$ cat config.mk
export PLATFORM = sky130hd
export DESIGN_NAME = eca_engine
export DESIGN_NICKNAME = d
export VERILOG_FILES = /design/src/rtl/eca_engine.sv
export SDC_FILE = /design/constraint.sdc
export NUM_CORES = 1
export LEC_CHECK = 0
export ABC_AREA = 0
export ABC_CLOCK_PERIOD_IN_PS = 5900
export CORE_ASPECT_RATIO = 1.5
export CORE_MARGIN = 2
export CORE_UTILIZATION = 30
export CTS_BUF_LIST = sky130_fd_sc_hd__clkbuf_4
export DETAILED_ROUTE_END_ITERATION = 12
export PLACE_DENSITY = 0.49
export SLEW_MARGIN = 0
export SYNTH_ARGS = -nofsm -noshare
export SYNTH_HDL_FRONTEND = slang
export SYNTH_SLANG_ARGS = --single-unit
$ cat constraint.sdc
create_clock -name clk -period 5.9 [get_ports clk]
set_clock_uncertainty 0.1 [all_clocks]
set_input_delay 1.18 -clock clk [delete_from_list [all_inputs] [get_ports clk]]
set_output_delay 1.18 -clock clk [all_outputs]
set_load 0.02 [all_outputs]
$ cat src/rtl/eca_engine.sv
// -----------------------------------------------------------------------------
// eca_engine
//
// Elementary cellular automaton engine. WIDTH cells are held in a register
// array. Each cell updates from its {left, self, right} neighbourhood through
// a runtime-programmable 8-bit rule byte. A start/done handshake runs the
// engine for a programmed number of generations, one generation per clock.
//
// Build option:
//   ECA_WRAP_EN  defined   -> periodic boundary (the two edge cells are
//                             neighbours of each other)
//                undefined -> null boundary (out-of-range neighbours read 0)
//
// Parameters:
//   WIDTH  number of cells (3 or more)
//   CNT_W  width of run_steps and step_count
//
// Ports:
//   clk         clock, rising edge
//   rst_n       asynchronous active-low reset
//   rule_in     rule byte, loaded by rule_we while idle
//   rule_we     rule write strobe
//   seed_in     initial generation
//   seed_valid  seed offer
//   seed_ready  high while idle; a seed loads on seed_valid && seed_ready
//   run_steps   generations to compute, sampled with start
//   start       begins a run while idle
//   busy        high while running
//   done        one-cycle pulse at the end of a run
//   state_out   current generation (bit WIDTH-1 is the leftmost cell)
//   step_count  generations completed in the current or last run (saturating)
// -----------------------------------------------------------------------------
module eca_engine #(
   parameter int WIDTH = 8,
   parameter int CNT_W = 16
) (
   input  logic             clk,
   input  logic             rst_n,
   input  logic [7:0]       rule_in,
   input  logic             rule_we,
   input  logic [WIDTH-1:0] seed_in,
   input  logic             seed_valid,
   output logic             seed_ready,
   input  logic [CNT_W-1:0] run_steps,
   input  logic             start,
   output logic             busy,
   output logic             done,
   output logic [WIDTH-1:0] state_out,
   output logic [CNT_W-1:0] step_count
);

   typedef enum logic {
      IDLE = 1'b0,
      RUN  = 1'b1
   } fsm_t;

   localparam logic [7:0]       RULE_RESET = 8'hA6;
   localparam logic [CNT_W-1:0] CNT_ONE    = CNT_W'(1);

   fsm_t             fsm_q, fsm_d;
   logic [7:0]       rule_q, rule_d;
   logic [WIDTH-1:0] gen_q, gen_d;
   logic [WIDTH-1:0] next_gen;
   logic [CNT_W-1:0] remain_q, remain_d;
   logic [CNT_W-1:0] count_q, count_d;
   logic             done_q, done_d;

   // Neighbour values seen beyond the two ends of the array.
   logic             left_edge;   // c[WIDTH], left neighbour of the leftmost cell
   logic             right_edge;  // c[-1], right neighbour of cell 0
   logic [WIDTH+1:0] padded;

`ifdef ECA_WRAP_EN
   assign left_edge  = gen_q[0];
   assign right_edge = gen_q[WIDTH-1];
`else
   assign left_edge  = 1'b0;
   assign right_edge = 1'b0;
`endif

   // padded[i+1] is cell i, so padded[i+2 -: 3] is {c[i+1], c[i], c[i-1]}.
   assign padded = {left_edge, gen_q, right_edge};

   always_comb begin
      next_gen = '0;
      for (int i = 0; i < WIDTH; i++) begin
         next_gen[i] = rule_q[padded[i+2 -: 3]];
      end
   end

   // Next-state and datapath control.
   always_comb begin
      // NOTE: every signal assigned here gets a default first so that no path
      // leaves it unassigned, which would infer a latch.
      fsm_d    = fsm_q;
      rule_d   = rule_q;
      gen_d    = gen_q;
      remain_d = remain_q;
      count_d  = count_q;
      done_d   = 1'b0;

      case (fsm_q)
         IDLE: begin
            if (rule_we) begin
               rule_d = rule_in;
            end
            if (seed_valid) begin
               gen_d = seed_in;
            end
            if (start) begin
               count_d = '0;
               if (run_steps != '0) begin
                  remain_d = run_steps;
                  fsm_d    = RUN;
               end else begin
                  // Zero-length run: acknowledge immediately, state untouched.
                  done_d = 1'b1;
               end
            end
         end

         RUN: begin
            gen_d    = next_gen;
            remain_d = remain_q - CNT_ONE;
            if (count_q != '1) begin
               count_d = count_q + CNT_ONE;
            end
            if (remain_q == CNT_ONE) begin
               fsm_d  = IDLE;
               done_d = 1'b1;
            end
         end

         default: fsm_d = IDLE;
      endcase
   end

   // NOTE: sequential state uses non-blocking assignments so every register
   // samples the pre-edge values, giving the simultaneous cell update.
   always_ff @(posedge clk or negedge rst_n) begin
      if (!rst_n) begin
         fsm_q    <= IDLE;
         rule_q   <= RULE_RESET;
         gen_q    <= '0;
         remain_q <= '0;
         count_q  <= '0;
         done_q   <= 1'b0;
      end else begin
         fsm_q    <= fsm_d;
         rule_q   <= rule_d;
         gen_q    <= gen_d;
         remain_q <= remain_d;
         count_q  <= count_d;
         done_q   <= done_d;
      end
   end

   assign busy       = (fsm_q == RUN);
   assign seed_ready = ~busy;
   assign done       = done_q;
   assign state_out  = gen_q;
   assign step_count = count_q;

endmodule
* After elaboration in Yosys (flattened, before gate mapping) *
Index checks and enable logic that the tools add are counted.

cells by class
  $add $sub $neg = 2
  $lt $le $gt $ge = 8
  equality and inequality tests = 6
  muxes and demuxes = 32
  bitwise logic cells = 1
  reductions and logical operators = 4

operators with widths
  cell                                                        number
  two-way mux 16 bit                                          4
  one-hot mux 16 bit (2 select lines)                         2
  less-than comparator 3 x 4 -> 1 bit, second input constant  7
  binary-select mux 1 bit (select 3 bit)                      6
  adder 16 x 1 -> 16 bit, second input constant               1
  == test 16 x 1 -> 1 bit, second input constant              1
  inequality test 16 bit, second input constant               1
  one-hot mux 8 bit (2 select lines)                          1
  nonzero test 16 bit                                         1
  subtractor 16 x 1 -> 16 bit, second input constant          1
  two-way mux 1 bit                                           14
  two-way mux 8 bit                                           1
  inequality test 2 x 1 -> 1 bit, second input constant       3
  AND reduction 2 bit                                         3
  binary-select mux 1 bit (select 2 bit)                      2
  less-than comparator 2 x 4 -> 1 bit, second input constant  1
  one-hot mux 1 bit (2 select lines)                          2
  inequality test 2 bit, second input constant                1
  NOT 1 bit                                                   1

storage, ports and cells
  register bits = 50

* Logic depth before layout (Yosys ltp) *
Gate-level depths: netlist of run 1.

  depth in word-level cells = 4
  mapped depth = 7

* Worst setup path before layout of run 1 *
OpenSTA, ideal clock, no wires.

  path kind = input-to-reg
  start = input start
  end = register remain_q[13]
  setup time = 0.077 ns
  arrival = 2.303 ns
  setup slack = 3.420 ns
  cell stages on the path = 7
  path buffers = 3
  path through = clkbuf_1 nor2b_1 clkbuf_1 and2_1 clkbuf_1 a22oi_1 o21ai_1

between the ends
  cells in the longest elaborated chain, start to end = 2

RTL lines
  what                                             RTL line  RTL
  start, declared                                  45        input logic start,
  inequality test 2 x 1 -> 1 bit (no source line)  --
  AND reduction 2 bit (no source line)             --
  end signal, assigned                             152       remain_q <= remain_d;
  end, declared                                    64        logic [CNT_W-1:0] remain_q, remain_d;

No other way between the ends.
A chain may end at the register's enable or synchronous reset.

* Worst setup path in the final report of run 1 *
  start = register fsm_q, in the netlist busy
  end = output busy

RTL lines
  what                    RTL line  RTL
  start, declared         60        fsm_t fsm_q, fsm_d;
  start signal, assigned  149       fsm_q <= fsm_d;
  end, declared           46        output logic busy,

No word-level cell between the ends.

==> metrics.cfg, run 1 <==
[synthesis]
synth_ff_type = dfrtp_1
synth_area_leaders = dfrtp_1, mux4_2, mux2i_1, nand2_1, dfstp_2
synthArstFlopShare = 1.000
yosysWarnings = 0
syn-mean-instance-area_um2 = 10.59
netlist_area_um2 = 2954
synth-edff-count = 0
postSynthCellCount = 279
synth.distinct_cells = 51
synth_seq_cells = 50
yosysSeqAreaShare = 0.4252
netlist.area_leader.share = 0.3897
yosys.area.top_type = dfrtp_1
synthesis.nets = 319

[clock_tree]
worstSkewPairLatency_ns = 0.38
numCtsBuffers = 5
cts_tree = done
path_clk_slew_ns = 0.15
clock_sinks = 50
post_cts_buffers = 0
cts_repair_resize_count = 0
cts_hold_buf = 0
h-tree-depth = 2
cts_root_buffer = clkbuf_4
clock_path_buffers = 2

[drt]
viasPerCell = 5.383
drc_errors = 0
wirelength_um = 7697
drt-initial-drc-count = 150
routedWlPerCell_um = 17.03
antenna_left = 0
first_pass_iters = 4
route.vias.total = 2433

[min_path]
hold_path_class = reg2reg

[layout]
area_growth_pct = 26.51
n_antenna_cell = 0
drive_gt1_frac = 0.1098
n_fill_cell = 949
fin_nets = 376

[floorplan]
initial_utilization = 0.3066
core_area_um2 = 9634
dieWidth_um = 85.02
die_h_um = 125.5
dieArea_um2 = 10670
io_pins = 64
row_count = 44

[job]
drv_cap = 0

[placed_design]
io_buffers = 63
dp_hpwl_um = 5765
routabilityCongestion = 0.8351

[setup_path]
path_buf_inv = 2
worst_ep_arrival_time_ns = 1.80
crit_path_max_incr_delay_ns = 0.68
path_cells = buf_4 -> clkdlybuf4s50_1
crit_type = reg2out
critPathMaxFanout = 35
critPathLaunchType = flip-flop
cp_top_family = buffers and inverters
cp_slowest_cell = clkdlybuf4s50_1
critPathRequiredTime_ns = 4.62
crit_path_end_kind = output port

[timing]
tightest_slew_ns = 0.6838
fmax_ghz = 0.3243
final_max_slew_viol_count = 0
rsz0062_at_grt = false
relSlewSlack = 0.5432
setup_violations = 0
fin_crit_sh = 0.5226
finalHoldViolations = 0
layout_min_cycle_time_ns = 3.083
tns_ns = 0

[global_routing]
grt-ovfl-total = 0
grt_max_degree = 51
grt_usage = 0.1495
antenna_found_initial = 0
grt_pass1_vias = 2531
grt_pass1_wl_um = 12820

[power]
ir_worst_vdd_mv = 0.2123
p_total_uw = 1379
powerDensity_nw_per_um2 = 369.0
power.leakage_uw = 0.001428

[run_status]
status = finished, final reports clean

## synthesized netlist by cell type (all sizes together), types with 4 or more instances
| cell | number |
|---|---|
| dfrtp | 46 |
| a221oi | 4 |
| nand2 | 29 |
| a21oi | 14 |
| nor3 | 5 |
| nand4 | 5 |
| dfstp | 4 |
| nor2b | 9 |
| o21ai | 12 |
| nand3 | 19 |
| mux2 | 9 |
| nor2 | 8 |
| clkbuf | 13 |
| xnor2 | 7 |
| mux4 | 14 |
| a22oi | 5 |
| mux2i | 17 |
| a211oi | 6 |
| inv | 4 |
| nor4 | 9 |
| xor2 | 5 |
## area by class of cell
cell class,instances,area [um^2],share of cell area
multi-input combinational,209,1620,0.4335
sequential,50,1256,0.3361
tap,115,143.9,0.03850
clock inverter,3,16.27,0.004352
inverter,4,15.01,0.004017
timing repair buffer,66,648.1,0.1734
clock buffer,5,37.54,0.01004
## stage by stage
| step | cells | utilization | setup slack, ns | hold WS (ns) | cell area, um^2 |
|---|---|---|---|---|---|
| 2_1_floorplan | 279 | - | 3.420 | 0.4068 | 2954 |
| 6_report | 452 | 0.3879 | 2.817 | 0.4194 | 3737 |
| 3_5_place_dp | 444 | 0.3823 | 2.533 | 0.4073 | 3684 |
| 5_1_grt | 452 | 0.3879 | 2.731 | 0.4470 | 3737 |
| 4_1_cts | 452 | 0.3879 | 2.796 | 0.4272 | 3737 |
| 3_3_place_gp | 444 | 0.3823 | 2.545 | 0.3928 | 3684 |
## layout by cell type (no fill, tap or decap), types with 2 or more instances in the layout
cell type | Yosys | routed
clkdlybuf4s50_1 | 0 | 62
dfrtp_1 | 46 | 46
nand2_1 | 29 | 29
nand3_1 | 19 | 19
mux2i_1 | 17 | 17
mux4_2 | 14 | 14
a21oi_1 | 13 | 13
o21ai_1 | 11 | 11
nor4_1 | 9 | 9
nor2b_1 | 9 | 9
nor2_1 | 8 | 8
mux2_1 | 8 | 8
xnor2_1 | 7 | 7
a211oi_1 | 6 | 6
nand4_1 | 5 | 5
a22oi_1 | 5 | 5
xor2_1 | 5 | 5
clkbuf_4 | 0 | 5
nor3_1 | 4 | 4
a221oi_1 | 4 | 4
dfstp_2 | 4 | 4
or3_1 | 3 | 3
o31ai_1 | 3 | 3
ha_1 | 3 | 3
buf_4 | 0 | 3
inv_2 | 2 | 2
inv_1 | 2 | 2
or4_4 | 2 | 2
and2_1 | 2 | 2
o211ai_1 | 2 | 2
## flip-flops by register name (all words and copies together) (netlist names)
name and count:
busy 1, remain_q 16, state_out 8, step_count 16, done 1, rule_q 8
## logic make-up after synthesis
group,Yosys count,synth area share
muxes,40,0.1999
adders and majority gates,3,0.01271
buffers and inverters,20,0.02626
and+or+nand+nor,99,0.1770
DFF,50,0.4252
xor gates and xnor gates,12,0.03558
AOI/OAI and AO/OA,55,0.1233
## report_power, final
| group | total (uW) | internal, uW | leakage, uW | switching, uW |
|---|---|---|---|---|
| Sequential | 633 | 455 | 0.000587 | 178 |
| Clock | 164 | 44.7 | 0.0000286 | 120 |
| Combinational | 582 | 340 | 0.000812 | 242 |
## worst paths after layout
check | slack [ns] | depth (start not counted) | endpoint | startpoint
hold reg to reg | 0.42 | 1 | step_count[12] | step_count[12]
max in group asynchronous | 4.45 | 2 | remain_q[10] | rst_n
hold / removal | 0.42 | 1 | step_count[12] | step_count[12]
setup reg to reg | 3.75 | 5 | remain_q[15] | remain_q[10]
min in group asynchronous | 0.78 | 2 | step_count[0] | rst_n
setup / recovery | 2.82 | 2 | busy | busy
## metal layers
layer | share of wire | global-route usage | routed length [um]
met1 | 0.40 | 0.1689 | 3074
met2 | 0.54 | 0.2794 | 4169
met3 | 0.035 | 0.02376 | 266
met4 | 0.024 | 0.04949 | 186
met5 | 0 | 0 | 0
Power figures use the tool's default switching activity.
==> inputs of run 2 (changes only) <==
Settings changed: ABC_CLOCK_PERIOD_IN_PS 5900 to 2490, PLACE_DENSITY 0.49 to 0.51.
Clock period 5.9 ns to 2.49 ns, I/O delays scaled along.
==> metrics.cfg, run 2 (synthesis gave the netlist of run 1 again) <==
[placed_design]
post_dp_cell_area_um2 = 3771
place_ws_ns = 0.1022
io_buffers = 63
routabilityCongestion = 0.8757
dp_hpwl_um = 5875

[setup_path]
crit_path_end_kind = output port
cp_top_family = buffers and inverters
crit_path_start = busy
cp_slowest_cell = clkdlybuf4s50_1
path_cells = clkdlybuf4s50_1
worst_ep_arrival_time_ns = 1.62
critPathLaunchType = flip-flop
path_buf_inv = 1
critPathRequiredTime_ns = 1.89
crit_type = reg2out
crit_path_max_incr_delay_ns = 0.67
critPathMaxFanout = 8
rr_startpoint = step_count[10]

[layout]
fin_nets = 387
area_growth_pct = 30.79
fin_area_um2 = 3864
n_antenna_cell = 0
multi_input_area_um2 = 1620
drive_gt1_frac = 0.1379
regArea_um2 = 1256
most-common-layout-cells = clkdlybuf4s50_1, dfrtp_1, nand2_1, nand3_1, mux2i_1
final_common_cell = clkdlybuf4s50_1
n_fill_cell = 971

[global_routing]
grt-ovfl-total = 0
grt_pass1_vias = 2530
antenna_found_initial = 0
grt_usage = 0.1483
grt_pass1_wl_um = 12720
grt_max_degree = 30

[run_status]
status = finished, final reports clean

[power]
powerDensity_nw_per_um2 = 881.1
ir_worst_vdd_mv = 0.4964
power.leakage_uw = 0.001506
p_total_uw = 3404

[timing]
final_max_slew_viol_count = 0
tns_ns = 0
finalHoldViolations = 0
rsz0062_at_grt = false
fmax_ghz = 0.4503
fin_crit_sh = 0.8919
setup_slack_ns = 0.2691
tightest_slew_ns = 0.6287
layout_min_cycle_time_ns = 2.221
relSlewSlack = 0.5800
setup_violations = 0

[clock_tree]
clock_sinks = 50
cts_root_buffer = clkbuf_4
cts_hold_buf = 1
clock_path_buffers = 2
path_clk_slew_ns = 0.15
cts_tree = done
numCtsBuffers = 5
worstSkewPairLatency_ns = 0.37
cts_repair_resize_count = 0
h-tree-depth = 2
post_cts_buffers = 0

[drt]
wirelength_um = 7680
first_pass_iters = 4
antenna_left = 0
drc_errors = 0
drt-initial-drc-count = 127
routedWlPerCell_um = 16.59
viasPerCell = 5.438
route.vias.total = 2518

[job]
drv_cap = 0

[floorplan]
die_h_um = 125.5
initial_utilization = 0.3066
dieArea_um2 = 10670
io_pins = 64
core_area_um2 = 9634
row_count = 44
dieWidth_um = 85.02

[min_path]
hold_path_class = reg2reg
hp-start = step_count[15]

[run 2: worst register-to-register path: stages, from the launching register on]
cell and delay [ns]:
dfrtp_1 0.46, nand3_1 0.15, or3_1 0.45, o31ai_1 0.49, buf_4 0.25, a21oi_1 0.05
a31o_1 0.18
[run 2: layout make-up]
type | instances | area share
clock buffers | 7 | 0.01360
clock inverters | 1 | 0.007772
inverters | 4 | 0.003886
multi-input cells | 209 | 0.4194
flip-flops and latches | 50 | 0.3251
well taps | 115 | 0.03724
repair buffers | 77 | 0.1930
[run 2: report_power, final]
group	total (uW)	internal, uW	switching (uW)
Sequential	1490	1080	413
Combinational	1410	821	593
Clock	499	235	264
Total	3400	2140	1270
[run 2: worst paths after layout]
path                            slack (ns)        endpoint  cells past startpoint
worst max-delay path                  0.27            busy                      1
worst min-delay path                  0.42  step_count[15]                      1
worst max register to register        0.27   step_count[4]                      6
worst min register to register        0.42  step_count[15]                      1
max in group asynchronous             1.27       rule_q[5]                      3
min in group asynchronous             0.47   step_count[2]                      2
[run 2: per-layer routing]
layer	track usage	part of all wire
met1	0.1594	0.38
met2	0.2753	0.54
met3	0.02442	0.040
met4	0.07003	0.038
met5	0	0
[run 2: stage by stage]
step           std cells  hold slack, ns  utilization
3_5_place_dp         454          0.3692       0.3914
2_1_floorplan        279          0.1024            -
6_report             463          0.4198       0.4010
5_1_grt              463          0.4482       0.4010
3_3_place_gp         454          0.3706       0.3914
4_1_cts              463          0.4262       0.4010
